<file path="src/rtl/hdb3_pkg.sv">
// hdb3_pkg: symbol codes and coding-rule limits shared by the HDB3 encoder stages
package hdb3_pkg;
  localparam logic [1:0] HDB3_0 = 2'b00;
  localparam logic [1:0] HDB3_1 = 2'b01;
  localparam logic [1:0] HDB3_V = 2'b11;
  localparam logic [1:0] HDB3_B = 2'b10;
  localparam int unsigned HDB3_MAX_ZEROS = 3;
  function automatic logic is_mark(input logic [1:0] code);
    return code != HDB3_0;
  endfunction
endpackage

</file>
<file path="src/rtl/hdb3_rule_check.sv">
// hdb3_rule_check: zero-run and V-alternation monitors, flags aligned with the emitted symbol
module hdb3_rule_check
  import hdb3_pkg::*;
(
  input  logic       clk,
  input  logic       rst,
  input  logic [1:0] code,
  input  logic       pol,
  output logic       err_zero_run,
  output logic       err_v_alt
);
  logic [2:0] zrun;
  logic       last_v_pol;
  logic       v_seen;
  logic       is_zero;
  logic       is_v;
  assign is_zero = !is_mark(code);
  assign is_v    = code == HDB3_V;
  always_ff @(posedge clk) begin
    if (rst) begin
      zrun         <= '0;
      last_v_pol   <= 1'b0;
      v_seen       <= 1'b0;
      err_zero_run <= 1'b0;
      err_v_alt    <= 1'b0;
    end else begin
      // counter saturates one past the limit so every further zero keeps flagging
      zrun         <= is_zero ? ((zrun > 3'(HDB3_MAX_ZEROS)) ? zrun : zrun + 3'd1) : 3'd0;
      err_zero_run <= is_zero && (zrun >= 3'(HDB3_MAX_ZEROS));
      err_v_alt    <= is_v && v_seen && (pol == last_v_pol);
      if (is_v) begin
        last_v_pol <= pol;
        v_seen     <= 1'b1;
      end
    end
  end
endmodule

</file>
<file path="src/rtl/hdb3_polarity.sv">
// hdb3_polarity: assigns line polarity to HDB3 symbols and drives the bipolar rail pair
module hdb3_polarity
  import hdb3_pkg::*;
#(
  parameter bit INIT_POL = 1'b0
) (
  input  logic       clk,
  input  logic       rst,
  input  logic [1:0] code_in,
  output logic       hdb3_p,
  output logic       hdb3_n,
  output logic       err_zero_run,
  output logic       err_v_alt
);
  logic last_pol;
  logic pol;
  logic mark;
  // V deliberately repeats the previous pulse polarity; 1 and B alternate it
  assign pol  = (code_in == HDB3_V) ? last_pol : ~last_pol;
  assign mark = is_mark(code_in);
  always_ff @(posedge clk) begin
    if (rst) begin
      last_pol <= INIT_POL;
      hdb3_p   <= 1'b0;
      hdb3_n   <= 1'b0;
    end else begin
      last_pol <= mark ? pol : last_pol;
      hdb3_p   <= mark & pol;
      hdb3_n   <= mark & ~pol;
    end
  end
  hdb3_rule_check u_rule_check (
    .clk          (clk),
    .rst          (rst),
    .code         (code_in),
    .pol          (pol),
    .err_zero_run (err_zero_run),
    .err_v_alt    (err_v_alt)
  );
endmodule
</file>
<file path="config.mk">
export PLATFORM = sky130hd
export DESIGN_NAME = hdb3_polarity
export DESIGN_NICKNAME = d
export VERILOG_FILES = /design/src/rtl/hdb3_pkg.sv /design/src/rtl/hdb3_rule_check.sv /design/src/rtl/hdb3_polarity.sv
export SDC_FILE = /design/constraint.sdc
export NUM_CORES = 1
export LEC_CHECK = 0
export ABC_AREA = 1
export CAP_MARGIN = 20
export CORE_AREA = 10 10 47 49
export CTS_BUF_LIST = sky130_fd_sc_hd__clkbuf_4 sky130_fd_sc_hd__clkbuf_8
export DETAILED_ROUTE_END_ITERATION = 10
export DIE_AREA = 0 0 57 59
export GPL_TIMING_DRIVEN = 0
export HOLD_SLACK_MARGIN = 0.06
export PLACE_DENSITY = 0.59
export RECOVER_POWER = 100
export REMOVE_ABC_BUFFERS = 1
export SLEW_MARGIN = 15
export SYNTH_ARGS = -nofsm -noshare
export SYNTH_HDL_FRONTEND = slang
export SYNTH_HIERARCHICAL = 1
export SYNTH_SLANG_ARGS = --single-unit
export TNS_END_PERCENT = 5
</file>
<file path="constraint.sdc">
create_clock -name clk -period 1.1 [get_ports clk]
set_input_delay 0.22 -clock clk [delete_from_list [all_inputs] [get_ports clk]]
set_output_delay 0.22 -clock clk [all_outputs]
set_load 0.01 [all_outputs]
</file>
==> results.md, run 1 <==
- Initial antenna violation count: 0
- Clk sinks: 10
- # diodes: 0
- Die area: 0.00336 mm²
- Post-Place Worst Slack: -0.372 ns
- Residual DRC: 0
- CP Cell Sequence: dlygate4sd2_1
- Multi-input logic area: 229 µm²
- Setup violators final: 0
- Reg clk slew, reported paths: 0.06 ns
- Clock buffer depth: 2
- Seq pwr share: 55.0%
- Die Span X: 57 µm
- Total GRT Usage: 5.41%
- Register Area: 203 µm²
- Worst path max stage delay: 0.29 ns
- CP bufs+invs: 1
- Fill cells: 157
- Maximum fanout along the worst path: 1
- Period Utilization, post-route: 94.9%
- Reg2reg end: u_rule_check/zrun[2]
- Yosys reg bits: 10
- P per Cell Area: 1210 mW/mm²
- Status: complete, no violations
- Sequential share of the synthesized area: 45.8%
- Final Hold Fails: 0
- CTS tree: built
- Fin Clk Skew: 0.00256 ns
- Final ANT Viol Nets: 0
- Grt ovf: 0
- Worst Setup Slack, final: 0.0561 ns
- Overall power: 704 µW
- I/O Pins: 8
- Synth Area per Inst: 7.80 µm²
- VDD IR max: 642 µV
- RePlAce Congestion: 0.692
- Initial drt markers: 6
- R2R Setup Slk: 0.07 ns
- Synth Warn #: 6
- Hold_sp: u_rule_check/v_seen
- Worst Setup End Kind: primary output
- Pre-antenna DRT Iters: 4
- Initial Util: 31.2%
- Final Critical Period: 1.04 ns
- Psw: 166 µW
- Avg WL per Cell: 9.71 µm
- Yosys top cell area share: 45.8%
- Crit path max-delay family: flip-flops
- Startpoint Class: flip-flop
- Mapped Cells: 56
- Most frequent cells in the layout: nand2_1, inv_1, dfxtp_1
- Largest net degree at the start of global routing: 7
- WL final: 806 µm
- Sw frac: 23.6%
- Area grow syn2layout: 33.0%
- Critical Path RT: 0.88 ns
- Clk network pwr share: 33.6%
- First-pass GRT wire length: 1.41 mm
- Critical path type: reg -> out
- Hold path endpoint: u_rule_check/v_seen
- Root Driver: clkbuf_4
- Max_cap viols: 0
- Slew HR: 82.1%
- Post-DR vias/cell: 4.61
- Post-CTS Hold Fix Bufs: 0
- Crit path from: hdb3_n
- Logic pwr share: 11.4%
- Static leakage: 0.262 nW
- Path depth of the worst reg2reg path: 4
- Row cnt: 14
- Reg2reg start: u_rule_check/zrun[0]
- DR vias: 383
- Most common cell after layout, fill and taps aside: nand2_1
- Cell taking the most area after synthesis: dfxtp_1
- Mapped cell area: 437 µm²
- F_max: 958 MHz
- Class of the worst hold path: reg -> reg
- CTS buffer count: 3
- Max Slew Vio Count: 0
- Clock latency on the worst-skew pair: 0.26 ns
- # port buffers: 7
- Unique masters post-synth: 15
- Int Pwr: 538 µW
- DP HPWL: 612 µm
- H-tree depth: 1
- Vias in the first global route: 360
- Slowest CP cell: dfxtp_1
- Layout cells sized above 1: 17.9%
- Core area: 0.00140 mm²
- Critical path data arrival time: 0.82 ns
- Final #Nets: 75
- Die H: 59 µm
- Hold path depth: 2
- Worst-margin pin slew: 0.267 ns
- Ranking of synthesized cells by area: dfxtp_1, nand2_1, inv_1
[through the flow]
step / cell area, µm² / utilization [%] / TNS [ns] / std cells / hold WS, ns
after CTS: 544 / 38.8 / -0.0584 / 82 / 0.457
after global routing: 581 / 41.4 / -0.0168 / 83 / 0.506
after floorplan: 437 / - / 0 / 56 / 0.289
after global placement: 527 / 37.6 / -1.99 / 79 / 0.442
final: 581 / 41.4 / 0 / 83 / 0.458
after detailed placement: 527 / 37.6 / -2.12 / 79 / 0.449
[cells by family after synthesis]
family	synth area share, %
flip-flops	45.8
XOR/XNOR	2.01
adder cells (fa/ha/maj)	5.73
AO/OA/AOI/OAI	7.45
buffers and inverters	7.74
AND/OR/NAND/NOR	31.2
[layout make-up]
class / count / area share (%)
Inverter: 9 / 6.25
Tap cell: 16 / 3.45
Clock buffer: 3 / 3.88
Multi-Input combinational cell: 37 / 39.4
Sequential cell: 10 / 34.9
Timing Repair Buffer: 8 / 12.1
[worst max-delay path by stage]
| stage | endpoint | slack [ns] | depth (start not counted) |
|---|---|---|---|
| 4_1_cts | u_rule_check/zrun[2] | -0.02 | 6 |
| 3_5_place_dp | u_rule_check/err_v_alt | -0.37 | 5 |
| 2_1_floorplan | u_rule_check/zrun[2] | 0.007 | 6 |
| 3_3_place_gp | u_rule_check/err_v_alt | -0.34 | 5 |
| 6_report | hdb3_n | 0.06 | 1 |
| 5_1_grt | u_rule_check/zrun[2] | -0.02 | 6 |
[worst register-to-register path: cells and delay by family (launching register included)]
family                     cells  cell delay (ns)
AOI/OAI and AO/OA              1             0.13
adders and majority gates      2             0.41
DFF                            1             0.34
and+or+nand+nor                1             0.05
[sequential cells by signal (all words and copies together) (netlist names)]
name and cells:
u_rule_check/err_zero_run 1, hdb3_p 1, u_rule_check/last_v_pol 1, u_rule_check/v_seen 1, u_rule_check/err_v_alt 1, hdb3_n 1
last_pol 1, u_rule_check/zrun 3
[power groups by stage]
stage / clock network [mW] / logic [mW] / registers, mW
after floorplan: 0 / 0.0431 / 0.396
after global placement: 0 / 0.0857 / 0.394
after detailed placement: 0 / 0.0874 / 0.394
after CTS: 0.246 / 0.0808 / 0.386
after global routing: 0.269 / 0.0937 / 0.389
final: 0.237 / 0.0804 / 0.387
[repair_timing]
action	4_1_cts	5_1_grt
setup endpoints to repair	9	4
pin swaps	0	1
buffers inserted	0	1
endpoints found under the hold margin	0	0
resized for setup	10	6
[synth_stat cells]
master / n
inv_1: 9
nor2_1: 7
xor2_1: 1
ha_1: 2
nand4_1: 1
dfxtp_1: 10
nand3_1: 4
nand2_1: 12
nor3_4: 1
a21oi_1: 4
o21ai_0: 1
a21boi_0: 1
nand2_2: 1
or2_1: 1
nor3_2: 1
[per-layer routing]
metal | vias up | share of wire (%) | wire, µm | track usage [%]
met5 | - | 0 | 0 | 0
met4 | 0 | 0 | 0 | 1.01
met3 | 0 | 14 | 116 | 5.79
met2 | 10 | 45 | 364 | 8.53
met1 | 175 | 40 | 324 | 4.78
li1 | 198 | - | - | -
Power figures use the tool's default switching activity.
==> run 2: changes to the inputs <==
--- a/config.mk
+++ b/config.mk
@@ -13,7 +13,7 @@
 export DIE_AREA = 0 0 57 59
 export GPL_TIMING_DRIVEN = 0
 export HOLD_SLACK_MARGIN = 0.06
-export PLACE_DENSITY = 0.59
+export PLACE_DENSITY = 0.57
 export RECOVER_POWER = 100
 export REMOVE_ABC_BUFFERS = 1
 export SLEW_MARGIN = 15
==> constraint.sdc (replaced) <==
create_clock -name clk -period 1.06 [get_ports clk]
set_input_delay 0.212 -clock clk [delete_from_list [all_inputs] [get_ports clk]]
set_output_delay 0.212 -clock clk [all_outputs]
set_load 0.01 [all_outputs]
==> run 2 against run 1 <==
Against the previous run: the flow now finishes with violations (negative setup slack); sequential power rose by 3%; die area stayed put; wire length up 1.4%; clock-buffer cell count rose by 1; hold slack gained 0.0088 ns; clock power rose by 43%; utilization up 1.2 points; critical path depth increased by 5; highest routed layer unchanged; global-route usage fell by 0.39 points.
==> results.md, run 2 (synthesis gave the netlist of run 1 again) <==
- Status: finished, violations left
- Failing checks: negative setup slack
- Pre-antenna DRT Iters: 2 (-2)
- GRT busiest layer: met2
- Setup TNS: -0.00492 ns (-0.00492 ns)
- Logic pwr share: 9.8% (-1.6 points)
- Period Utilization, post-route: 100%
- DP HPWL: 617 µm (+0.88%)
- Min Hold Slack: 0.467 ns (+0.00879 ns)
- Critical Path RT: 1.22 ns (+0.34 ns)
- Int Pwr: 632 µW (+17%)
- Final ANT Viol Nets: 0 (unchanged)
- GRT met3 Usage: 3.22% (-2.6 points)
- Setup violators final: 1 (+1)
- Hold path endpoint: u_rule_check/v_seen
- Reg2reg start: u_rule_check/zrun[0]
- Number of flip-flops in the largest register: 3 (unchanged)
- Met2 usage: 7.91% (-0.62 points)
- First-pass GRT wire length: 1.35 mm (-3.9%)
- Initial Util: 31.2% (unchanged)
- P per Cell Area: 1370 mW/mm² (+13%)
- Grt ovf: 0 (unchanged)
- Hold_sp: u_rule_check/v_seen
- Final instance area: 597 µm² (+2.8%)
- Maximum fanout along the worst path: 6 (+5)
- Clock buffer depth: 2 (unchanged)
- Sw frac: 22.9% (-0.70 points)
- RePlAce Congestion: 0.659 (-4.7%)
- Critical path data arrival time: 1.22 ns (+0.40 ns)
- Largest net degree at the start of global routing: 7 (unchanged)
- Fin Clk Skew: 0.00131 ns (-0.00124 ns)
- Initial antenna violation count: 0 (unchanged)
- Seq pwr share: 48.7% (-6.3 points)
- Residual DRC: 0 (unchanged)
- Psw: 187 µW (+13%)
- Placed instance area: 527 µm² (unchanged)
- Path depth of the worst reg2reg path: 6 (+2)
- Overall power: 819 µW (+16%)
- Static leakage: 0.256 nW (-2.2%)
- Final Hold Fails: 0 (unchanged)
- Slew HR: 83.0% (+0.86 points)
- R2R Setup Slk: -0.005 ns (-0.07 ns)
- Row cnt: 14 (unchanged)
- CTS tree: built
- F_max: 939 MHz
- Die H: 59 µm (unchanged)
- Total GRT Usage: 5.02% (-0.39 points)
- Area grow syn2layout: 36.7%
- Clk sinks: 10 (unchanged)
- Vias in the first global route: 358 (-0.56%)
- I/O Pins: 8 (unchanged)
- Class of the worst hold path: reg -> reg
- Final #Nets: 76 (+1.3%)
- Initial drt markers: 7 (+1)
- Hold path depth: 2 (unchanged)
- Most frequent cells in the layout: nand2_1, inv_1, dfxtp_1
- Worst Setup End Kind: flip-flop
- Clock latency on the worst-skew pair: 0.26 ns (about the same)
- DR vias: 366 (-4.4%)
- Post-CTS Hold Fix Bufs: 0 (unchanged)
- Reg2reg end: u_rule_check/zrun[2]
- Max_cap viols: 0 (unchanged)
- Layout cells sized above 1: 20.3% (+2.4 points)
- Fill cells: 156 (-0.64%)
- Post-DR vias/cell: 4.31 (-6.7%)
- Critical path type: reg -> reg
- Post-Place Worst Slack: -0.370 ns (+0.00176 ns)
- # diodes: 0 (unchanged)
- Final Critical Period: 1.06 ns
- Reg clk slew, reported paths: 0.07 ns (about the same)
- Worst-margin pin slew: 0.254 ns (-0.0129 ns)
- Worst Setup Slack, final: -0.00492 ns (-0.0610 ns)
- # port buffers: 7 (unchanged)
- Startpoint Class: flip-flop
- Max Slew Vio Count: 0 (unchanged)
- Die Span X: 57 µm (unchanged)
- RSZ-0062 raised after global routing: true
- Most common cell after layout, fill and taps aside: nand2_1
- Largest Register: u_rule_check/zrun
- Clk network pwr share: 41.5% (+7.9 points)
- H-tree depth: 1 (unchanged)
- Root Driver: clkbuf_4
- CTS buffer count: 3 (unchanged)
- Core area: 0.00140 mm² (unchanged)
- M1 GR Usage: 4.90% (+0.12 points)
- VDD IR max: 578 µV (-9.9%)
- Avg WL per Cell: 9.61 µm (-1.0%)
- WL final: 817 µm (+1.4%)
- Die area: 0.00336 mm² (unchanged)
run 2: metal layers:
metal	vias to the layer above	share of wire [%]
met5	-	0
met4	0	0
met3	0	5.8
met2	6	51
met1	155	43
li1	205	-
run 2: worst max-delay path by stage:
stage | from | to
floorplan | u_rule_check/zrun[0] | u_rule_check/zrun[2]
global placement | code_in[1] | u_rule_check/err_v_alt
detailed placement | code_in[1] | u_rule_check/err_v_alt
CTS | u_rule_check/zrun[1] | u_rule_check/zrun[2]
global route | u_rule_check/zrun[0] | u_rule_check/zrun[2]
finish | u_rule_check/zrun[0] | u_rule_check/zrun[2]
run 2: through the flow:
stage,utilization [%],cells
after floorplan,-,56
after global placement,37.6,79
after detailed placement,37.6,79
after CTS,39.7,83
after global routing,42.6,85
final,42.6,85
run 2: power groups by stage:
stage	registers [mW]	clock network (mW)	logic (mW)
finish	0.399	0.340	0.0803
global placement	0.409	0	0.0887
detailed placement	0.409	0	0.0899
floorplan	0.411	0	0.0448
CTS	0.400	0.351	0.0830
global route	0.400	0.374	0.0925
run 2: cell type report:
cell class              count  area, µm²  area share, %
flip-flops and latches     10        205           34.4
repair buffers              9       70.1           11.7
well taps                  16       20.0           3.35
inverters                   9       36.3           6.08
clock buffers               4       36.3           6.08
multi-input cells          37        229           38.4
run 2: worst max-delay path: stages, from the launching register on:
cell and delay (ns):
dfxtp_4 0.36, ha_4 0.16, ha_4 0.16, inv_4 0.07
nand4_1 0.10, nand2_1 0.08, nor2_1 0.04
run 2: timing repair:
item,in CTS,in global routing
buffers inserted,0,2
gates cloned,0,0
gates resized for setup,9,14
setup endpoints to repair,9,8
pin swaps,0,1
